<file path="src/rtl/sd_sector_server.sv">
// Responder for the sd_rd/sd_wr/sd_ack/sd_buff_* sector handshake, serving
// 512-byte sectors for up to VDNUM initiators out of a byte-wide image store.
module sd_sector_server #(
    parameter int VDNUM     = 3,
    parameter int SECT_AW   = 8,
    parameter int ACK_DELAY = 4
) (
    input  logic                   clk_sys,
    input  logic                   reset_n,
    input  logic [32*VDNUM-1:0]    sd_lba,
    input  logic [VDNUM-1:0]       sd_rd,
    input  logic [VDNUM-1:0]       sd_wr,
    output logic [VDNUM-1:0]       sd_ack,
    output logic [8:0]             sd_buff_addr,
    output logic [7:0]             sd_buff_dout,
    input  logic [8*VDNUM-1:0]     sd_buff_din,
    output logic                   sd_buff_wr,
    output logic [SECT_AW+10:0]    mem_addr,
    output logic                   mem_rd,
    input  logic [7:0]             mem_dout,
    output logic                   mem_wr,
    output logic [7:0]             mem_din,
    output logic                   busy,
    output logic                   range_err
);
    localparam int MAW = SECT_AW + 11;

    typedef enum logic [2:0] {IDLE, ACK_WAIT, XFER, DRAIN, DONE} state_t;

    state_t             state_q;
    logic [1:0]         unit_q;
    logic [SECT_AW-1:0] lba_q;
    logic               rd_q;
    logic               oor_q;
    logic [15:0]        dly_q;
    logic [9:0]         k_q;
    logic               pipe_v_q;
    logic [8:0]         pipe_k_q;
    logic [VDNUM-1:0]   ack_q;
    logic [8:0]         buff_addr_q;
    logic               buff_wr_q;
    logic [MAW-1:0]     mem_addr_q;
    logic               mem_rd_q;
    logic               mem_wr_q;
    logic               busy_q;
    logic               range_err_q;

    logic               win_valid_s;
    logic [1:0]         win_unit_s;
    logic [31:0]        win_lba_s;
    logic               win_rd_s;
    logic               win_oor_s;
    logic [7:0]         din_sel_s;

    function automatic logic [MAW-1:0] store_addr(input logic [1:0] unit,
                                                  input logic [SECT_AW-1:0] lba,
                                                  input logic [8:0] idx);
        return {unit, lba, idx};
    endfunction

    // Fixed-priority scan: iterating downward leaves the lowest requesting unit.
    always_comb begin
        win_valid_s = 1'b0;
        win_unit_s  = 2'd0;
        win_lba_s   = 32'd0;
        win_rd_s    = 1'b0;
        for (int u = VDNUM - 1; u >= 0; u--) begin
            win_valid_s = win_valid_s | sd_rd[u] | sd_wr[u];
            win_unit_s  = (sd_rd[u] | sd_wr[u]) ? 2'(u) : win_unit_s;
            win_lba_s   = (sd_rd[u] | sd_wr[u]) ? sd_lba[32*u +: 32] : win_lba_s;
            win_rd_s    = (sd_rd[u] | sd_wr[u]) ? sd_rd[u] : win_rd_s;
        end
        win_oor_s = ((win_lba_s >> SECT_AW) != 32'd0) || ({1'b0, win_unit_s} >= 3'(VDNUM));
    end

    // Write data of the unit being served.
    always_comb begin
        din_sel_s = 8'd0;
        for (int u = 0; u < VDNUM; u++) begin
            din_sel_s = (unit_q == 2'(u)) ? sd_buff_din[8*u +: 8] : din_sel_s;
        end
    end

    // Sequencer: capture, ack delay, pipelined byte transfer, drain and release.
    always_ff @(posedge clk_sys or negedge reset_n) begin
        if (!reset_n) begin
            state_q     <= IDLE;
            unit_q      <= 2'd0;
            lba_q       <= '0;
            rd_q        <= 1'b0;
            oor_q       <= 1'b0;
            dly_q       <= 16'd0;
            k_q         <= 10'd0;
            pipe_v_q    <= 1'b0;
            pipe_k_q    <= 9'd0;
            ack_q       <= '0;
            buff_addr_q <= 9'd0;
            buff_wr_q   <= 1'b0;
            mem_addr_q  <= '0;
            mem_rd_q    <= 1'b0;
            mem_wr_q    <= 1'b0;
            busy_q      <= 1'b0;
            range_err_q <= 1'b0;
        end else begin
            range_err_q <= 1'b0;
            case (state_q)
                IDLE: begin
                    if (win_valid_s) begin
                        unit_q  <= win_unit_s;
                        lba_q   <= win_lba_s[SECT_AW-1:0];
                        rd_q    <= win_rd_s;
                        oor_q   <= win_oor_s;
                        busy_q  <= 1'b1;
                        dly_q   <= 16'(ACK_DELAY - 1);
                        state_q <= ACK_WAIT;
                    end
                end
                ACK_WAIT: begin
                    if (dly_q == 16'd0) begin
                        ack_q       <= VDNUM'(1'b1) << unit_q;
                        range_err_q <= oor_q;
                        k_q         <= 10'd1;
                        pipe_v_q    <= 1'b1;
                        pipe_k_q    <= 9'd0;
                        if (rd_q) begin
                            mem_rd_q   <= !oor_q;
                            mem_addr_q <= store_addr(unit_q, lba_q, 9'd0);
                        end else begin
                            buff_addr_q <= 9'd0;
                        end
                        state_q <= XFER;
                    end else begin
                        dly_q <= dly_q - 16'd1;
                    end
                end
                XFER: begin
                    // Retire the byte issued last cycle, then issue the next one.
                    if (rd_q) begin
                        buff_wr_q   <= pipe_v_q;
                        buff_addr_q <= pipe_k_q;
                    end else begin
                        mem_wr_q   <= pipe_v_q && !oor_q;
                        mem_addr_q <= store_addr(unit_q, lba_q, pipe_k_q);
                    end
                    if (k_q == 10'd512) begin
                        pipe_v_q <= 1'b0;
                        mem_rd_q <= 1'b0;
                        state_q  <= DRAIN;
                    end else begin
                        pipe_v_q <= 1'b1;
                        pipe_k_q <= k_q[8:0];
                        k_q      <= k_q + 10'd1;
                        if (rd_q) begin
                            mem_rd_q   <= !oor_q;
                            mem_addr_q <= store_addr(unit_q, lba_q, k_q[8:0]);
                        end else begin
                            buff_addr_q <= k_q[8:0];
                        end
                    end
                end
                DRAIN: begin
                    buff_wr_q <= 1'b0;
                    mem_wr_q  <= 1'b0;
                    state_q   <= DONE;
                end
                DONE: begin
                    ack_q   <= '0;
                    busy_q  <= 1'b0;
                    state_q <= IDLE;
                end
                default: state_q <= IDLE;
            endcase
        end
    end

    assign sd_ack       = ack_q;
    assign sd_buff_addr = buff_addr_q;
    assign sd_buff_wr   = buff_wr_q;
    // Store data arrives one cycle after mem_rd, exactly when the strobe is out.
    assign sd_buff_dout = (buff_wr_q && !oor_q) ? mem_dout : 8'd0;
    assign mem_addr     = mem_addr_q;
    assign mem_rd       = mem_rd_q;
    assign mem_wr       = mem_wr_q;
    assign mem_din      = mem_wr_q ? din_sel_s : 8'd0;
    assign busy         = busy_q;
    assign range_err    = range_err_q;

endmodule

</file>
<file path="config.mk">
export PLATFORM = sky130hd
export DESIGN_NAME = sd_sector_server
export DESIGN_NICKNAME = d
export VERILOG_FILES = /design/src/rtl/sd_sector_server.sv
export SDC_FILE = /design/constraint.sdc
export NUM_CORES = 1
export LEC_CHECK = 0
export BUFFER_PORTS_ARGS = -buffer_cell sky130_fd_sc_hd__buf_2
export CAP_MARGIN = 20
export CORE_MARGIN = 10
export CORE_UTILIZATION = 30
export CTS_CLUSTER_DIAMETER = 60
export DETAILED_ROUTE_END_ITERATION = 12
export PLACE_DENSITY = 0.66
export SLEW_MARGIN = 20
export SYNTH_ARGS = -nofsm -noshare
export SYNTH_HDL_FRONTEND = slang
export SYNTH_SLANG_ARGS = --single-unit
</file>
<file path="constraint.sdc">
create_clock -name clk_sys -period 2.1 [get_ports clk_sys]
set_input_delay 0.315 -clock clk_sys [delete_from_list [all_inputs] [get_ports clk_sys]]
set_output_delay 0.315 -clock clk_sys [all_outputs]
set_load 0.005 [all_outputs]
</file>
==> summary.md <==
| Metric | Value |
|---|---|
| Status | `complete, no violations` |
| Routed Antenna Nets | `0` |
| Antenna violations before repair | `0` |
| # IOs | `188` |
| Port Buffer Count | `187` |
| Final setup viols | `0` |
| Finished Layout Cells | `871` |
| Delay-heaviest family, CP | `simple AND/OR/NAND/NOR gates` |
| Core area | `14600 µm²` |
| Die X | `143 µm` |
| F_max | `480 MHz` |
| Final WS setup | `0.0180 ns` |
| Worst Path Max Fanout | `6` |
| Mapped Area | `4520 µm²` |
| WP buf/inv | `3` |
| Hold Crit Start | `sd_lba[1]` |
| Final Cycle Share | `99.1%` |
| Worst reg-to-reg setup slack | `0.02 ns` |
| Slew Limit Headroom | `60.1%` |
| Worst EP arrival | `2.29 ns` |
| Fill cells | `1497` |
| Initial drt markers | `264` |
| Worst skew pair latency | `0.34 ns` |
| Hold Vio Cnt, Final | `0` |
| Gpl congestion | `0.823` |
| HP Class | `input port to register` |
| Placed cells | `852` |
| Root Driver | `clkbuf_16` |
| Leak | `0.00312 µW` |
| Initial Utilization | `30.9%` |
| Register area | `2180 µm²` |
| Wirelength per Cell | `17.7 µm` |
| Pin count of the biggest net entering global routing | `36` |
| Setup crit start kind | `register` |
| Crit. Startpoint | `dly_q[0]` |
| Post-synthesis sequential element count | `87` |
| Worst Hold Path EP | `lba_q[1]` |
| Peak VDD IR | `0.414 mV` |
| Clock buffer depth | `2` |
| Tightest Pin Transition | `0.596 ns` |
| WHS | `0.264 ns` |
| Setup CP Type | `register to register` |
| Fin area | `6280 µm²` |
| Via count | `4439` |
| Final Net Count | `822` |
| WP data required | `2.30 ns` |
| PwrDens | `549 nW/µm²` |
| Multi-input logic area | `2220 µm²` |
| Hpwl dp | `12.3 mm` |
| CTS Sinks | `87` |
| DP Area | `5920 µm²` |
| Distinct cells, synth | `55` |
| Area of the die | `20400 µm²` |
| Endpoint type of the worst setup path | `register` |
| Hold Path Depth | `3` |
| TritonRoute pass-1 iters | `4` |
| Row cnt | `44` |
| Slowest CP cell | `dfrtp_1` |
| Post-layout min period | `2.08 ns` |
| Sequential area share after synthesis | `48.2%` |
| Synth Net Count | `606` |
| Max cap viols | `0` |
| Max Slew Vio Count | `0` |
| CTS tree | `done` |
| Area Overhead vs Synth | `38.8%` |
| Worst-path clk slew | `0.07 ns` |
| Total gr overflow | `0` |
| Num CTS Buffers | `9` |
| CP most frequent cell | `buf_6` |
| Worst r2r src | `dly_q[0]` |
| Worst path cell trace | `inv_1 -> ha_1 -> nor4b_1 -> nor3b_4 -> buf_6 -> buf_6 -> mux2i_1 -> nor2_1` |
| Synth warn | `0` |
| Skew final | `0.00842 ns` |
| H-tree depth reported by CTS | `3` |
| RSZ-0062 raised after global routing | `true` |
| GR Util All Layers | `14.9%` |
| Number of enable flip-flop cells after synthesis | `0` |
| # DRC | `0` |
| Synthesized instance count | `466` |
| Vias per cell | `5.10` |
| Vias in the first global route | `4723` |
| First-pass GRT wire length | `24.4 mm` |
| Die Span Y | `143 µm` |
| Ant. Diodes | `0` |
| Slowest stage delay, CP | `0.38 ns` |
| Final Routed Wirelength | `15.4 mm` |
| RR Endpoint | `sd_ack[0]` |
| Worst reg-to-reg path cell count | `8` |
| Syn avg cell area | `9.70 µm²` |
| Dpl ws | `-0.0185 ns` |
| Share of cells above drive strength 1 | `38.6%` |
| Main synth FF type | `dfrtp_1` |
| Post-synth ARST share | `100%` |
[through the flow]
step,setup TNS [ns],utilization (%),total power (µW)
global placement,0,40.4,1920
floorplan,0,-,1740
global route,-1.67,42.9,3580
finish,0,42.9,3440
detailed placement,-0.0698,40.4,1930
CTS,-0.105,42.5,3490
[worst min-delay path, stage by stage]
cell and delay [ns]:
buf_2 0.07, a222oi_1 0.05, o21ai_0 0.13
[kinds of logic after synthesis]
group	Yosys count	share of synthesized area, %
and+or+nand+nor	175	20.7
AOI/OAI and AO/OA	121	17.8
DFF	87	48.2
buffers and inverters	40	3.71
muxes	26	6.03
xor gates and xnor gates	13	2.52
adders and majority gates	4	1.11
[layout make-up]
| cell class | instances | share of cell area, % |
|---|---|---|
| multi-input cells | 339 | 35.4 |
| inverters | 13 | 0.778 |
| repair buffers | 232 | 20.9 |
| clock buffers | 9 | 3.59 |
| well taps | 184 | 3.67 |
| flip-flops and latches | 87 | 34.7 |
| clock inverters | 7 | 1.02 |
[sequential cells by signal, summed over array words and instances, names as in the netlist, 2 cells and up]
| register | cells |
|---|---|
| dly_q | 16 |
| sd_buff_addr | 9 |
| k_q | 10 |
| state_q | 3 |
| unit_q | 2 |
| pipe_k_q | 9 |
| lba_q | 8 |
| mem_addr | 19 |
| sd_ack | 3 |
[where the power goes]
part | switching [µW] | leakage [µW] | internal, µW
combinational | 98.5 | 0.00184 | 117
sequential | 0 | 0.00114 | 1670
clock | 724 | 0.000136 | 829
[how the worst max path moves through the flow]
| stage | end | slack [ns] | depth (start not counted) |
|---|---|---|---|
| 6_report | sd_ack[0] | 0.02 | 8 |
| 4_1_cts | mem_addr[11] | -0.02 | 6 |
| 5_1_grt | sd_ack[0] | -0.14 | 8 |
| 3_5_place_dp | mem_addr[11] | -0.02 | 6 |
| 3_3_place_gp | mem_addr[9] | 0.03 | 6 |
| 2_1_floorplan | mem_addr[18] | 0.03 | 6 |
[synthesized netlist by cell type (4+ instances only)]
master     number  share of area (%)
xnor2_1         4               0.77
ha_1            4                1.1
or4_1           5               0.83
nand2_1        32                2.7
and3_1         14                1.9
mux2_1          7                1.7
inv_1          12                1.0
nor3_1          8               0.89
clkbuf_1       18                1.5
a21oi_1        27                3.0
xor2_1          9                1.7
nand3_1         9                1.0
a21o_1          7                1.2
buf_2           5               0.55
a222oi_1        8                1.8
a211oi_1        7                1.2
a31oi_1         4               0.55
a22o_1          9                1.7
mux2i_1        16                3.5
nand4_1        10                1.4
nor4_1         21                2.9
nor3b_1         4               0.66
nor2_1         51                4.2
dfrtp_1        87                 48
o22ai_1         5               0.69
o2bb2ai_1       9                1.7
o21ai_0        31                3.4
[cells in the final DEF, fill, tap and decap left out, drive strengths merged, types with 2 or more instances in the layout]
cell and instances:
a211oi 7, a21o 8, a21oi 27, a222oi 8
a22o 9, a31oi 4, and2 3, and3 14
and4 3, buf 231, clkbuf 9, clkinv 2
clkinvlp 2, dfrtp 87, ha 4, inv 16
mux2 10, mux2i 16, nand2 32, nand3 9
nand4 10, nand4b 2, nor2 51, nor2b 3
nor3 9, nor3b 6, nor4 22, o211ai 3
o21ai 32, o22ai 5, o2bb2ai 9, o31ai 3
or4 5, xnor2 4, xor2 9
[metal layers]
metal / vias up / global-route usage, % / routed length (µm) / share of wire (%)
li1: 2169 / - / - / -
met1: 2099 / 16.2 / 6070 / 39
met2: 167 / 26.6 / 7960 / 52
met3: 4 / 6.40 / 1330 / 8.6
met4: 0 / 2.99 / 60 / 0.39
met5: - / 0 / 0 / 0
[what timing repair did]
item,4_1_cts,5_1_grt
setup endpoints to repair,34,35
hold buffers,1,0
endpoints found under the hold margin,28,0
pin swaps,1,4
buffers inserted,0,1
cloned,0,1
gates resized for setup,2,9
Note: power is estimated with default switching activity, not from simulation.
